## src/rtl/beacon_div_sched.sv

```systemverilog
// Round-robin scheduler sharing one phase-tick divider between several beacon LEDs.
// Each enabled beacon owns the divider for slot_len phase0 periods using its own divisor.
module beacon_div_sched #(
    parameter int unsigned WIDTH        = 16,
    parameter int unsigned NUM_BEACONS  = 3,
    parameter int unsigned SLOT_W       = 8,
    parameter int unsigned DEFAULT_N    = 1000,
    parameter int unsigned DEFAULT_SLOT = 4,
    parameter int unsigned ADDR_W       = $clog2(NUM_BEACONS + 2)
) (
    input  logic                   clk,
    input  logic                   rst_n,
    input  logic                   en,
    input  logic                   cfg_valid,
    output logic                   cfg_ready,
    input  logic [ADDR_W-1:0]      cfg_addr,
    input  logic [WIDTH-1:0]       cfg_data,
    output logic                   div_rst,
    output logic                   div_en,
    output logic [WIDTH-1:0]       div_N,
    input  logic                   tick_phase0,
    output logic [NUM_BEACONS-1:0] beacon_sel,
    output logic [NUM_BEACONS-1:0] beacon_out,
    output logic                   slot_done
);

    localparam int unsigned CUR_W = (NUM_BEACONS > 1) ? $clog2(NUM_BEACONS) : 1;

    typedef enum logic [1:0] {
        StIdle,
        StLoad,
        StRun
    } state_e;

    state_e                 state_q, state_d;
    logic [CUR_W-1:0]       cur_q, cur_d;
    logic [WIDTH-1:0]       div_n_q, div_n_d;
    logic [SLOT_W-1:0]      period_cnt_q, period_cnt_d;
    logic [NUM_BEACONS-1:0] sel_q, sel_d;
    logic [NUM_BEACONS-1:0] out_q, out_d;
    logic                   tick_q;

    logic [WIDTH-1:0]       divisor_q [NUM_BEACONS];
    logic [SLOT_W-1:0]      slot_len_q;
    logic [NUM_BEACONS-1:0] mask_q;

    logic                   cfg_we, wr_div, wr_slot, wr_mask;
    logic [SLOT_W-1:0]      slot_len_eff, slot_last;
    logic [NUM_BEACONS-1:0] mask_eff, cur_onehot;
    logic                   rise, slot_end;
    logic [CUR_W-1:0]       next_cur, cand;
    logic                   found;

    assign cfg_ready = rst_n & (state_q != StLoad);
    assign cfg_we    = cfg_valid & cfg_ready;
    assign wr_div    = cfg_we && (cfg_addr < ADDR_W'(NUM_BEACONS));
    assign wr_slot   = cfg_we && (cfg_addr == ADDR_W'(NUM_BEACONS));
    assign wr_mask   = cfg_we && (cfg_addr == ADDR_W'(NUM_BEACONS + 1));

    // A write accepted this cycle already counts for the slot-end compare and the search.
    assign slot_len_eff = wr_slot ? cfg_data[SLOT_W-1:0] : slot_len_q;
    assign mask_eff     = wr_mask ? cfg_data[NUM_BEACONS-1:0] : mask_q;
    assign slot_last    = (slot_len_eff == '0) ? '0 : slot_len_eff - SLOT_W'(1);

    assign rise       = tick_phase0 & ~tick_q;
    assign cur_onehot = NUM_BEACONS'(1) << cur_q;

    always_comb begin
        next_cur = cur_q;
        cand     = '0;
        found    = 1'b0;
        for (int unsigned k = 1; k <= NUM_BEACONS; k++) begin
            cand = CUR_W'((32'(cur_q) + k) % NUM_BEACONS);
            if (!found && mask_eff[cand]) begin
                next_cur = cand;
                found    = 1'b1;
            end
        end
    end

    always_comb begin
        state_d      = state_q;
        cur_d        = cur_q;
        div_n_d      = div_n_q;
        period_cnt_d = period_cnt_q;
        sel_d        = sel_q;
        slot_end     = 1'b0;
        unique case (state_q)
            StIdle: begin
                sel_d = '0;
                if (en && (mask_eff != '0)) begin
                    state_d = StLoad;
                    cur_d   = next_cur;
                end
            end
            StLoad: begin
                if (!en) begin
                    state_d = StIdle;
                    sel_d   = '0;
                end else begin
                    div_n_d      = divisor_q[cur_q];
                    period_cnt_d = '0;
                    sel_d        = cur_onehot;
                    state_d      = StRun;
                end
            end
            StRun: begin
                if (!en) begin
                    state_d = StIdle;
                    sel_d   = '0;
                end else if (rise) begin
                    if (period_cnt_q == slot_last) begin
                        slot_end     = 1'b1;
                        period_cnt_d = '0;
                        if (mask_eff == '0) begin
                            state_d = StIdle;
                            sel_d   = '0;
                        end else begin
                            state_d = StLoad;
                            cur_d   = next_cur;
                        end
                    end else begin
                        period_cnt_d = period_cnt_q + SLOT_W'(1);
                    end
                end
            end
            default: begin
                state_d = StIdle;
                sel_d   = '0;
            end
        endcase
    end

    // LED drive only while the slot continues; leaving RUN clears it on the same edge.
    assign out_d = ((state_q == StRun) && (state_d == StRun)) ?
                   (sel_q & {NUM_BEACONS{tick_phase0}}) : '0;

    always_ff @(posedge clk) begin
        if (!rst_n) begin
            state_q      <= StIdle;
            cur_q        <= CUR_W'(NUM_BEACONS - 1);
            div_n_q      <= WIDTH'(DEFAULT_N);
            period_cnt_q <= '0;
            sel_q        <= '0;
            out_q        <= '0;
            tick_q       <= 1'b0;
        end else begin
            state_q      <= state_d;
            cur_q        <= cur_d;
            div_n_q      <= div_n_d;
            period_cnt_q <= period_cnt_d;
            sel_q        <= sel_d;
            out_q        <= out_d;
            tick_q       <= tick_phase0;
        end
    end

    always_ff @(posedge clk) begin
        if (!rst_n) begin
            for (int i = 0; i < int'(NUM_BEACONS); i++) begin
                divisor_q[i] <= WIDTH'(DEFAULT_N);
            end
            slot_len_q <= SLOT_W'(DEFAULT_SLOT);
            mask_q     <= '1;
        end else begin
            if (wr_div) begin
                divisor_q[cfg_addr[CUR_W-1:0]] <= cfg_data;
            end
            if (wr_slot) begin
                slot_len_q <= cfg_data[SLOT_W-1:0];
            end
            if (wr_mask) begin
                mask_q <= cfg_data[NUM_BEACONS-1:0];
            end
        end
    end

    assign div_rst    = (state_q != StRun);
    assign div_en     = (state_q == StRun);
    assign div_N      = div_n_q;
    assign beacon_sel = sel_q;
    assign beacon_out = out_q;
    assign slot_done  = slot_end & rst_n;

endmodule

```

## config.mk

```make
export PLATFORM = sky130hd
export DESIGN_NAME = beacon_div_sched
export DESIGN_NICKNAME = d
export VERILOG_FILES = /design/src/rtl/beacon_div_sched.sv
export SDC_FILE = /design/constraint.sdc
export NUM_CORES = 1
export LEC_CHECK = 0
export CORE_UTILIZATION = 62
export DETAILED_ROUTE_END_ITERATION = 7
export GPL_TIMING_DRIVEN = 0
export PLACE_DENSITY = 0.92
export SETUP_SLACK_MARGIN = 0.4
export SLEW_MARGIN = 10
export SYNTH_ARGS = -nofsm -noshare
export SYNTH_HDL_FRONTEND = slang
export SYNTH_SLANG_ARGS = --single-unit
```

## constraint.sdc

```tcl
create_clock -name clk -period 13.6 [get_ports clk]
set_clock_uncertainty 0.05 [all_clocks]
set_input_delay 2.04 -clock clk [delete_from_list [all_inputs] [get_ports clk]]
set_output_delay 2.04 -clock clk [all_outputs]
set_load 0.1 [all_outputs]
```

==> Yosys cells after proc, flatten, opt, wreduce, memory -nomap -nowiden <==
Memories as Yosys holds them, arrays and structs flattened. A register that Yosys moved wholly into a read port is not among the register bits.
Cells that the tools add are included.
{ "totals": {"regBits": 30, "ram_bits": 48, "inputBits": 24, "out_inout_bits": 26, "word_cells": 116, "n_memories": 1} }
{ "classes": {"add_sub_neg": 5, "div_mod_pow": 3, "n_lt_le_gt_ge": 4, "eq_ne": 17, "shifts": 1, "mux": 49, "bitwise_logic": 6, "n_reduce_logical": 22} }
{ "mem_list": {"columns": ["name", "depth", "word_bits", "read_ports", "rd_ports_with_merged_regs", "wr", "line", "text"], "rows": [
  ["divisor_q", 3, 16, 1, 1, 3, "43", "logic [WIDTH-1:0] divisor_q [NUM_BEACONS];"]
]} }
{ "op_table": {"columns": ["op", "n"], "rows": [
  ["$mod A32 B2 Y32 const B", 3],
  ["$mux W8", 6],
  ["$mux W2", 14],
  ["$mux W3", 6],
  ["$mux W16", 1],
  ["$pmux W8 S2", 1],
  ["$reduce_or A16 Y1", 1],
  ["$mux W1", 15],
  ["$ne A2 B2 Y1 const B", 5],
  ["$lt A2 B3 Y1 const B", 3],
  ["$ne A3 B2 Y1 const B", 3],
  ["$add A8 B1 Y8 const B", 1],
  ["$eq A8 B8 Y1", 1],
  ["$logic_not A8 Y1", 1],
  ["$sub A8 B1 Y8 const B", 1],
  ["$logic_and A1 B1 Y1", 7],
  ["$add A2 B2 Y3 const B", 2],
  ["$bmux W1 S2", 3],
  ["$ne A2 B1 Y1 const B", 3],
  ["$pmux W2 S3", 1],
  ["$pmux W3 S2", 1],
  ["$reduce_and A6 Y1", 1],
  ["$and A1 B1 Y1", 4],
  ["$eq A2 B2 Y1 const B", 2],
  ["other kinds (17)", 21]
]} }

==> Longest topological paths before layout <==
Gate-level depths: netlist of run 1.
{ "depth": {"word_depth": 19, "depth_mapped": 16} }

==> Least setup slack after synthesis of run 1 <==
Ideal clock, no wire load.
{ "synth_timing": {"path_type": "input-to-output", "from": "in cfg_addr[2]", "to": "out slot_done", "arrival_time_ns": 6.791, "path_slack_ns": 4.719, "path_stages": 16, "path_cell_list": "nand3b_1 or3_1 buf_2 buf_2 mux2i_1 ha_1 nor3b_1 nor3b_1 mux2i_1 a221o_1 o21ai_0 or4_4 or3_1 buf_2 or2_4 nor2_1"} }
{ "synth_via": {"elab_chain_len": 11} }
{ "synth_lines": {"columns": ["element", "line", "text"], "rows": [
  ["start: declaration", "16", "input logic [ADDR_W-1:0] cfg_addr,"],
  ["$eq A3 B2 Y1 (*)", "57", "assign wr_slot = cfg_we && (cfg_addr == ADDR_W'(NUM_BEACONS));"],
  ["$logic_and A1 B1 Y1 (*)", "57", null],
  ["$mux W8 (*)", null, null],
  ["$sub A8 B1 Y8 or $logic_not A8 Y1 (tied branches)", "63", "assign slot_last = (slot_len_eff == '0) ? '0 : slot_len_eff - SLOT_W'(1);"],
  ["$mux W8 (*)", "63", null],
  ["$eq A8 B8 Y1 (*)", "112", "if (period_cnt_q == slot_last) begin"],
  ["$mux W1 (*)", "112", null],
  ["$mux W1 (*)", "111", "end else if (rise) begin"],
  ["$mux W1 (*)", "108", "if (!en) begin"],
  ["$mux W1 (*)", "88", "unique case (state_q)"],
  ["$and A1 B1 Y1 (*)", "183", "assign slot_done = slot_end & rst_n;"],
  ["end: declaration", "24", "output logic slot_done"]
]} }
Every way passes the cells marked *; elsewhere a longest branch is shown, timed or not.

==> Final worst setup path of run 1 <==
Same ends and word-level chain as after synthesis.

==> flow_summary_export.csv, run 1 <==
group,metric,value,unit
synthesis,synth_edf_count,64,
power_and_ir_drop,power_density,108,mW/mm2
final_layout,layout-drive-gt1-share,0.0823,
synthesis,ys_ff_latch,110,
die,die_height,94.9,um
power_and_ir_drop,leakage,2.18,nW
clocking,htreeDepth,3,
global_routing,grt_pass1_wl,19700,um
timing,setup_violations,0,
setup_path,reg2reg_depth,16,
synthesis,synth_top_family_by_area,"simple AND/OR/NAND/NOR gates",
final_layout,finalNonFillerCells,664,
setup_path,worst-setup-path-type,"in -> out",
synthesis,synth_compound_area_frac,0.0854,
final_layout,final_nets,584,
worst_hold_path,min_delay_worst_endpoint,"div_N[9]",
timing,fin_crit_sh,0.736,
worst_hold_path,hold_path_depth,2,
detailed_routing,routedWlPerCell,18.9,um
clocking,cts_max_path_buffers,2,
die,dieArea,0.00900,mm2
setup_path,cp-end-kind,"output port",
global_routing,grt_max_degree,21,
synthesis,ys_warn_count,0,
setup_path,cp.buffers_inverters,5,
die,initial_utilization,0.644,
placed_design,numPortBuffers,49,
placed_design,placed_cells,648,
timing,hold_violations,0,
placed_design,place_hpwl,8640,um
setup_path,crit_family,"simple AND/OR/NAND/NOR gates",
placed_design,routabilityCongestion,0.906,
run,cap_violations,0,
synthesis,synth_area,0.00535,mm2
detailed_routing,vias,4073,
synthesis,syn_area_per_cell,11.2,um2
setup_path,critPathMaxFanout,10,
setup_path,r2r_end,"state_q[0]",
setup_path,crit_path_max_incr_delay,1.13,ns
detailed_routing,ant_nets,0,
die,coreArea,0.00830,mm2
die,die_x,94.9,um
synthesis,yosysSeqAreaShare,0.532,
synthesis,synth_flop_cell,"edfxtp_1",
setup_path,startpoint_type,"input port",
placed_design,dpl_worst_slack,3.77,ns
clocking,cts_made_buffers,9,
global_routing,overflow,0,
synthesis,syn_inst,479,
detailed_routing,wirelength,12600,um
timing,fmax,100,MHz
worst_hold_path,hp-start,"div_N[9]",
clocking,ctsHoldBuffers,0,
outcome,status,"finished clean",
clocking,post_cts_buffers,0,
setup_path,critical_path.startpoint,"cfg_addr[2]",
setup_path,crit_arrival,7.91,ns
clocking,cts_resized,0,
detailed_routing,first_iter_violations,299,
synthesis,synthArstFlopShare,0,
timing,max_slew.worst_pin.slew,1.19,ns
die,placementRows,33,
clocking,cts_root_buf,"clkbuf_8",
synthesis,synth_xor_area_frac,0.0180,
setup_path,r2r_setup_slack,8.54,ns
setup_path,crit_chain,"clkdlybuf4s50_1 > nand3b_1 > or3_1 > buf_2 > buf_2 > mux2i_1 > ha_1 > nor3b_1 > nor3b_1 > mux2i_1 > a221o_1 > o21ai_0 > or4_4 > or3_1 > buf_2 > or2_4 > nor2_1 > clkdlybuf4s50_1",
global_routing,grtUsageTotal,0.298,
die,io_pins,50,
setup_path,crit-reg2reg-launch,"state_q[0]",
clocking,clock_latency,0.38,ns
detailed_routing,drcViolationCount,0,
worst_hold_path,hold_path.class,"reg -> reg",
setup_path,required,11.51,ns
setup_path,crit_top_cell,"buf_2",
synthesis,yosysUniqueCellTypes,57,
final_layout,insertedDiodeCount,0,
power_and_ir_drop,peakVddDrop,0.0705,mV
detailed_routing,viasPerCell,6.13,
timing,tns,0,ns
clocking,cts_sinks,110,
timing,maxSlewHeadroom,0.188,
timing,slew_viol_final,0,
timing,finalCriticalPeriod,10.00,ns
placed_design,place_area,0.00603,mm2
setup_path,crit_path_top_delay_cell,"clkdlybuf4s50_1",
synthesis,synth-simple-area-share,0.219,
global_routing,grt_pass1_vias,3907,
detailed_routing,dr.pass1.iters,5,
synthesis,synth_adder_area_share,0.0140,
clocking,cts_tree,"yes",
synthesis,synthMuxAreaShare,0.106,
power_and_ir_drop,total_power,670,uW
timing,setup_slack,3.60,ns
final_layout,area_growth,16.6,%
timing,rsz0062_at_grt,"no",
global_routing,antenna_found_initial,0,
final_layout,design_area,0.00623,mm2
clocking,cts.clk_slew.worst_paths,0.11,ns
==> worst reg2reg max path: stages (launching register included) <==
cell,delay (ns)
dfxtp_1,0.46
nor2b_2,0.28
or3_1,0.14
buf_2,0.23
buf_2,0.31
mux2i_1,0.27
ha_1,0.38
nor3b_1,0.40
nor3b_1,0.29
mux2i_1,0.26
a221o_1,0.17
o21ai_0,0.08
or4_4,0.50
or3_1,0.37
buf_2,0.17
or2_4,0.28
a2111oi_4,0.33
==> layer usage <==
metal,up-vias,global-route usage,wire (um)
met2,166,0.514,6380
met3,23,0.0338,729
met5,-,0,0
li1,1867,-,-
met4,0,0.104,209
met1,2017,0.390,5230
==> flip-flops by register name, summed over array words and instances, names as in the netlist <==
name	flops
mask_q	3
state_q	2
div_N	16
beacon_sel	3
tick_q	1
divisor_q	64
period_cnt_q	8
beacon_out	3
slot_len_q	8
cur_q	2
==> logic make-up (layout without fill, tap and decap cells) <==
| family | count (synthesis) | in the layout |
|---|---|---|
| DFF | 110 | 110 |
| and+or+nand+nor | 221 | 221 |
| adders and majority gates | 6 | 6 |
| muxes | 36 | 36 |
| xor gates and xnor gates | 11 | 11 |
| AOI/OAI and AO/OA | 59 | 59 |
| buffers and inverters | 35 | 100 |
| other | 1 | 16 |
==> worst max-delay path by stage <==
| stage | end | slack [ns] | cells after the start |
|---|---|---|---|
| floorplan | slot_done | 4.72 | 16 |
| global placement | slot_done | 3.85 | 18 |
| detailed placement | slot_done | 3.77 | 18 |
| CTS | slot_done | 3.71 | 18 |
| global route | slot_done | 3.32 | 17 |
| finish | slot_done | 3.60 | 18 |
==> placed cells by master, fill, tap and decap left out, types with 6 or more instances in the layout <==
cell / n
mux2i_1: 17
a21boi_0: 15
ha_1: 6
inv_1: 9
clkbuf_8: 9
nor2b_1: 8
nand3_1: 16
nor2_1: 17
dfxtp_1: 46
nand2b_1: 20
nor3_1: 8
clkbuf_1: 21
conb_1: 16
nand2_1: 77
and2_1: 40
xor2_1: 7
o21ai_0: 9
edfxtp_1: 64
clkdlybuf4s50_1: 49
mux4_2: 16
==> power by group <==
group / total [mW] / switching (mW) / internal, mW
Sequential: 0.369 / 0.00509 / 0.364
Clock: 0.192 / 0.121 / 0.0708
Combinational: 0.109 / 0.0672 / 0.0419
==> layout make-up <==
cell class | count | area, um2
timing repair buffer | 49 | 490
inverter | 9 | 33.8
sequential | 110 | 2840
buffer | 26 | 101
fill | 546 | 2060
multi-input combinational | 349 | 2440
clock buffer | 9 | 124
clock inverter | 7 | 67.6
tap | 105 | 131
==> cells in the mapped netlist, types with 2 or more instances <==
cell / count / area share
clkbuf_1: 21 / 0.015
xor2_1: 7 / 0.011
a21oi_1: 5 / 0.0047
o21a_1: 2 / 0.0028
or3_1: 5 / 0.0059
a32o_1: 3 / 0.0056
a31oi_1: 2 / 0.0023
dfxtp_1: 46 / 0.17
nor4b_1: 3 / 0.0049
o21ai_0: 9 / 0.0084
nand3_1: 16 / 0.015
nand2b_1: 20 / 0.023
edfxtp_1: 64 / 0.36
o22ai_1: 3 / 0.0035
mux2_2: 2 / 0.0042
a32oi_1: 2 / 0.0033
buf_2: 3 / 0.0028
and3_1: 3 / 0.0035
ha_1: 6 / 0.014
mux4_2: 16 / 0.067
nor2_1: 17 / 0.012
a21boi_0: 15 / 0.021
nor3_1: 8 / 0.0075
nand4b_1: 2 / 0.0033
o31ai_1: 3 / 0.0042
and4_1: 3 / 0.0049
mux2i_1: 17 / 0.032
nand2_1: 77 / 0.054
inv_1: 9 / 0.0063
nor3b_1: 4 / 0.0056
a41o_1: 2 / 0.0037
nor2b_1: 8 / 0.0094
nand3b_1: 5 / 0.0070
a221oi_1: 2 / 0.0033
buf_1: 2 / 0.0014
and2_1: 40 / 0.047
nor4_1: 4 / 0.0047
xnor2_1: 4 / 0.0066
==> metrics by stage <==
step | util | hold WS, ns
floorplan | - | 0.402
CTS | 0.750 | 0.427
global route | 0.751 | 0.435
detailed placement | 0.727 | 0.407
finish | 0.751 | 0.423
global placement | 0.726 | 0.398
Note: power is estimated with default switching activity, not from simulation.
==> run 2, diff against run 1 <==
--- a/config.mk
+++ b/config.mk
@@ -5,10 +5,10 @@
 export SDC_FILE = /design/constraint.sdc
 export NUM_CORES = 1
 export LEC_CHECK = 0
-export CORE_UTILIZATION = 62
+export CORE_UTILIZATION = 57
 export DETAILED_ROUTE_END_ITERATION = 7
 export GPL_TIMING_DRIVEN = 0
-export PLACE_DENSITY = 0.92
+export PLACE_DENSITY = 0.86
 export SETUP_SLACK_MARGIN = 0.4
 export SLEW_MARGIN = 10
 export SYNTH_ARGS = -nofsm -noshare
==> constraint.sdc (replaced) <==
create_clock -name clk -period 10.1 [get_ports clk]
set_clock_uncertainty 0.05 [all_clocks]
set_input_delay 1.515 -clock clk [delete_from_list [all_inputs] [get_ports clk]]
set_output_delay 1.515 -clock clk [all_outputs]
set_load 0.1 [all_outputs]
==> run 2 against run 1 <==
  * First-iteration DRC count is 12% lower
  * Via count decreased by 0.86%
  * Total power rose by 35%
  * Critical path depth fell by 1
  * Final cell count up 0.45%
  * Critical path type unchanged
  * Largest power group unchanged
==> flow_summary_export.csv, run 2 (synthesis results as in run 1) <==
group,metric,value,unit
die,dieArea,0.00977,mm2
die,die_x,98.9,um
timing,fin_crit_sh,0.883,
placed_design,placed_cells,651,
detailed_routing,drcViolationCount,0,
placed_design,routabilityCongestion,0.902,
clocking,htreeDepth,3,
timing,rsz0062_at_grt,"no",
die,die_height,98.9,um
timing,tns,0,ns
setup_path,required,8.54,ns
clocking,cts_max_path_buffers,2,
outcome,status,"finished clean",
global_routing,overflow,0,
detailed_routing,routedWlPerCell,18.6,um
setup_path,critPathMaxFanout,9,
timing,slew_viol_final,0,
placed_design,numPortBuffers,49,
detailed_routing,vias,4038,
timing,hold_violations,0,
power_and_ir_drop,leakage,2.18,nW
final_layout,multi_input_area,0.00244,mm2
clocking,cts.clk_slew.worst_paths,0.12,ns
setup_path,worst-setup-path-type,"in -> out",
power_and_ir_drop,total_power,904,uW
timing,maxSlewHeadroom,0.273,
global_routing,grtUsageTotal,0.268,
global_routing,grt_pass1_vias,3986,
clocking,cts_tree,"yes",
clocking,ctsHoldBuffers,0,
final_layout,largest_register_ffs,64,
die,initial_utilization,0.601,
timing,setup_violations,0,
global_routing,grt_pass1_wl,19800,um
final_layout,layout-drive-gt1-share,0.0841,
setup_path,r2r_setup_slack,5.06,ns
final_layout,n_fill_cell,654,
detailed_routing,top_layer,"met4",
final_layout,final_cell_mix,"nand2_1 (77), edfxtp_1 (64), clkdlybuf4s50_1 (49), dfxtp_1 (46), and2_1 (40)",
detailed_routing,wirelength,12400,um
power_and_ir_drop,peakVddDrop,0.0721,mV
final_layout,utilization,0.702,
clocking,clock_latency,0.38,ns
power_and_ir_drop,power_density,145,mW/mm2
clocking,cts_resized,0,
final_layout,top_register,"divisor_q",
placed_design,place_hpwl,8820,um
final_layout,layout.area.seq,0.00284,mm2
die,coreArea,0.00889,mm2
worst_hold_path,hold_path.class,"reg -> reg",
timing,finalCriticalPeriod,8.92,ns
die,io_pins,50,
detailed_routing,first_iter_violations,263,
clocking,cts_made_buffers,9,
detailed_routing,ant_nets,0,
timing,fmax,112,MHz
detailed_routing,wl_met1,4940,um
detailed_routing,viasPerCell,6.05,
die,placementRows,34,
detailed_routing,route.met3.wl,801,um
final_layout,layout_commonest_cell,"nand2_1",
final_layout,final_nets,584,
run,cap_violations,0,
detailed_routing,wl_met2,6390,um
final_layout,insertedDiodeCount,0,
global_routing,grt_max_degree,21,
clocking,cts_sinks,110,
setup_path,cp-end-kind,"output port",
setup_path,startpoint_type,"input port",
global_routing,antenna_found_initial,0,
final_layout,finalNonFillerCells,667,
clocking,cts_root_buf,"clkbuf_8",
final_layout,area_growth,16.7,%
timing,max_slew.worst_pin.slew,1.06,ns
clocking,post_cts_buffers,0,
detailed_routing,dr.pass1.iters,5,
setup_path,crit_arrival,7.35,ns
## run 2: changes by cell type in the layout (fill, tap and decap cells not counted)
cell | previous run | this run
clkinv_1 | 1 | 0
clkinv_2 | 0 | 1
clkinv_4 | 2 | 1
inv_6 | 0 | 2
inv_8 | 2 | 1
## run 2: path summary, 6_finish.rpt
path               startpoint          to  depth (start not counted)
hold / removal      div_N[10]   div_N[10]                          2
setup reg to reg   state_q[0]  state_q[0]                         16
setup / recovery  cfg_addr[2]   slot_done                         17
hold reg to reg     div_N[10]   div_N[10]                          2
## run 2: layer usage
metal,track usage,vias to the layer above
met1,0.340,1978
met4,0.103,0
met3,0.0319,28
met5,0,-
met2,0.469,164
li1,-,1868
## run 2: cell type report
type | instances | share of cell area
inverter | 9 | 0.00542
clock inverter | 7 | 0.0106
buffer | 26 | 0.0162
timing repair buffer | 49 | 0.0786
sequential | 110 | 0.456
tap | 108 | 0.0217
clock buffer | 9 | 0.0199
multi-input combinational | 349 | 0.392
## run 2: worst max-delay path, cell delays in order
cell and delay, ns:
clkdlybuf4s50_1 0.51, nand3b_1 0.22, or3_1 0.35, buf_2 0.22
mux2i_1 0.43, ha_1 0.43, nor3b_1 0.32, nor3b_1 0.29
mux2i_1 0.28, a221o_1 0.16, o21ai_0 0.07, or4_4 0.50
or3_1 0.37, buf_2 0.18, or2_4 0.28, nor2_1 0.10
clkdlybuf4s50_1 1.14
## run 2: metrics by stage
stage	setup WS, ns	hold slack (ns)	cell area, um2
2_1_floorplan	2.27	0.402	5400
3_3_place_gp	1.38	0.398	6030
3_5_place_dp	1.26	0.407	6050
4_1_cts	1.23	0.425	6240
5_1_grt	0.897	0.444	6240
6_report	1.18	0.421	6240
## run 2: where the power goes
group | switching (mW) | internal [mW]
Combinational | 0.0905 | 0.0565
Sequential | 0.00687 | 0.490
Clock | 0.164 | 0.0955
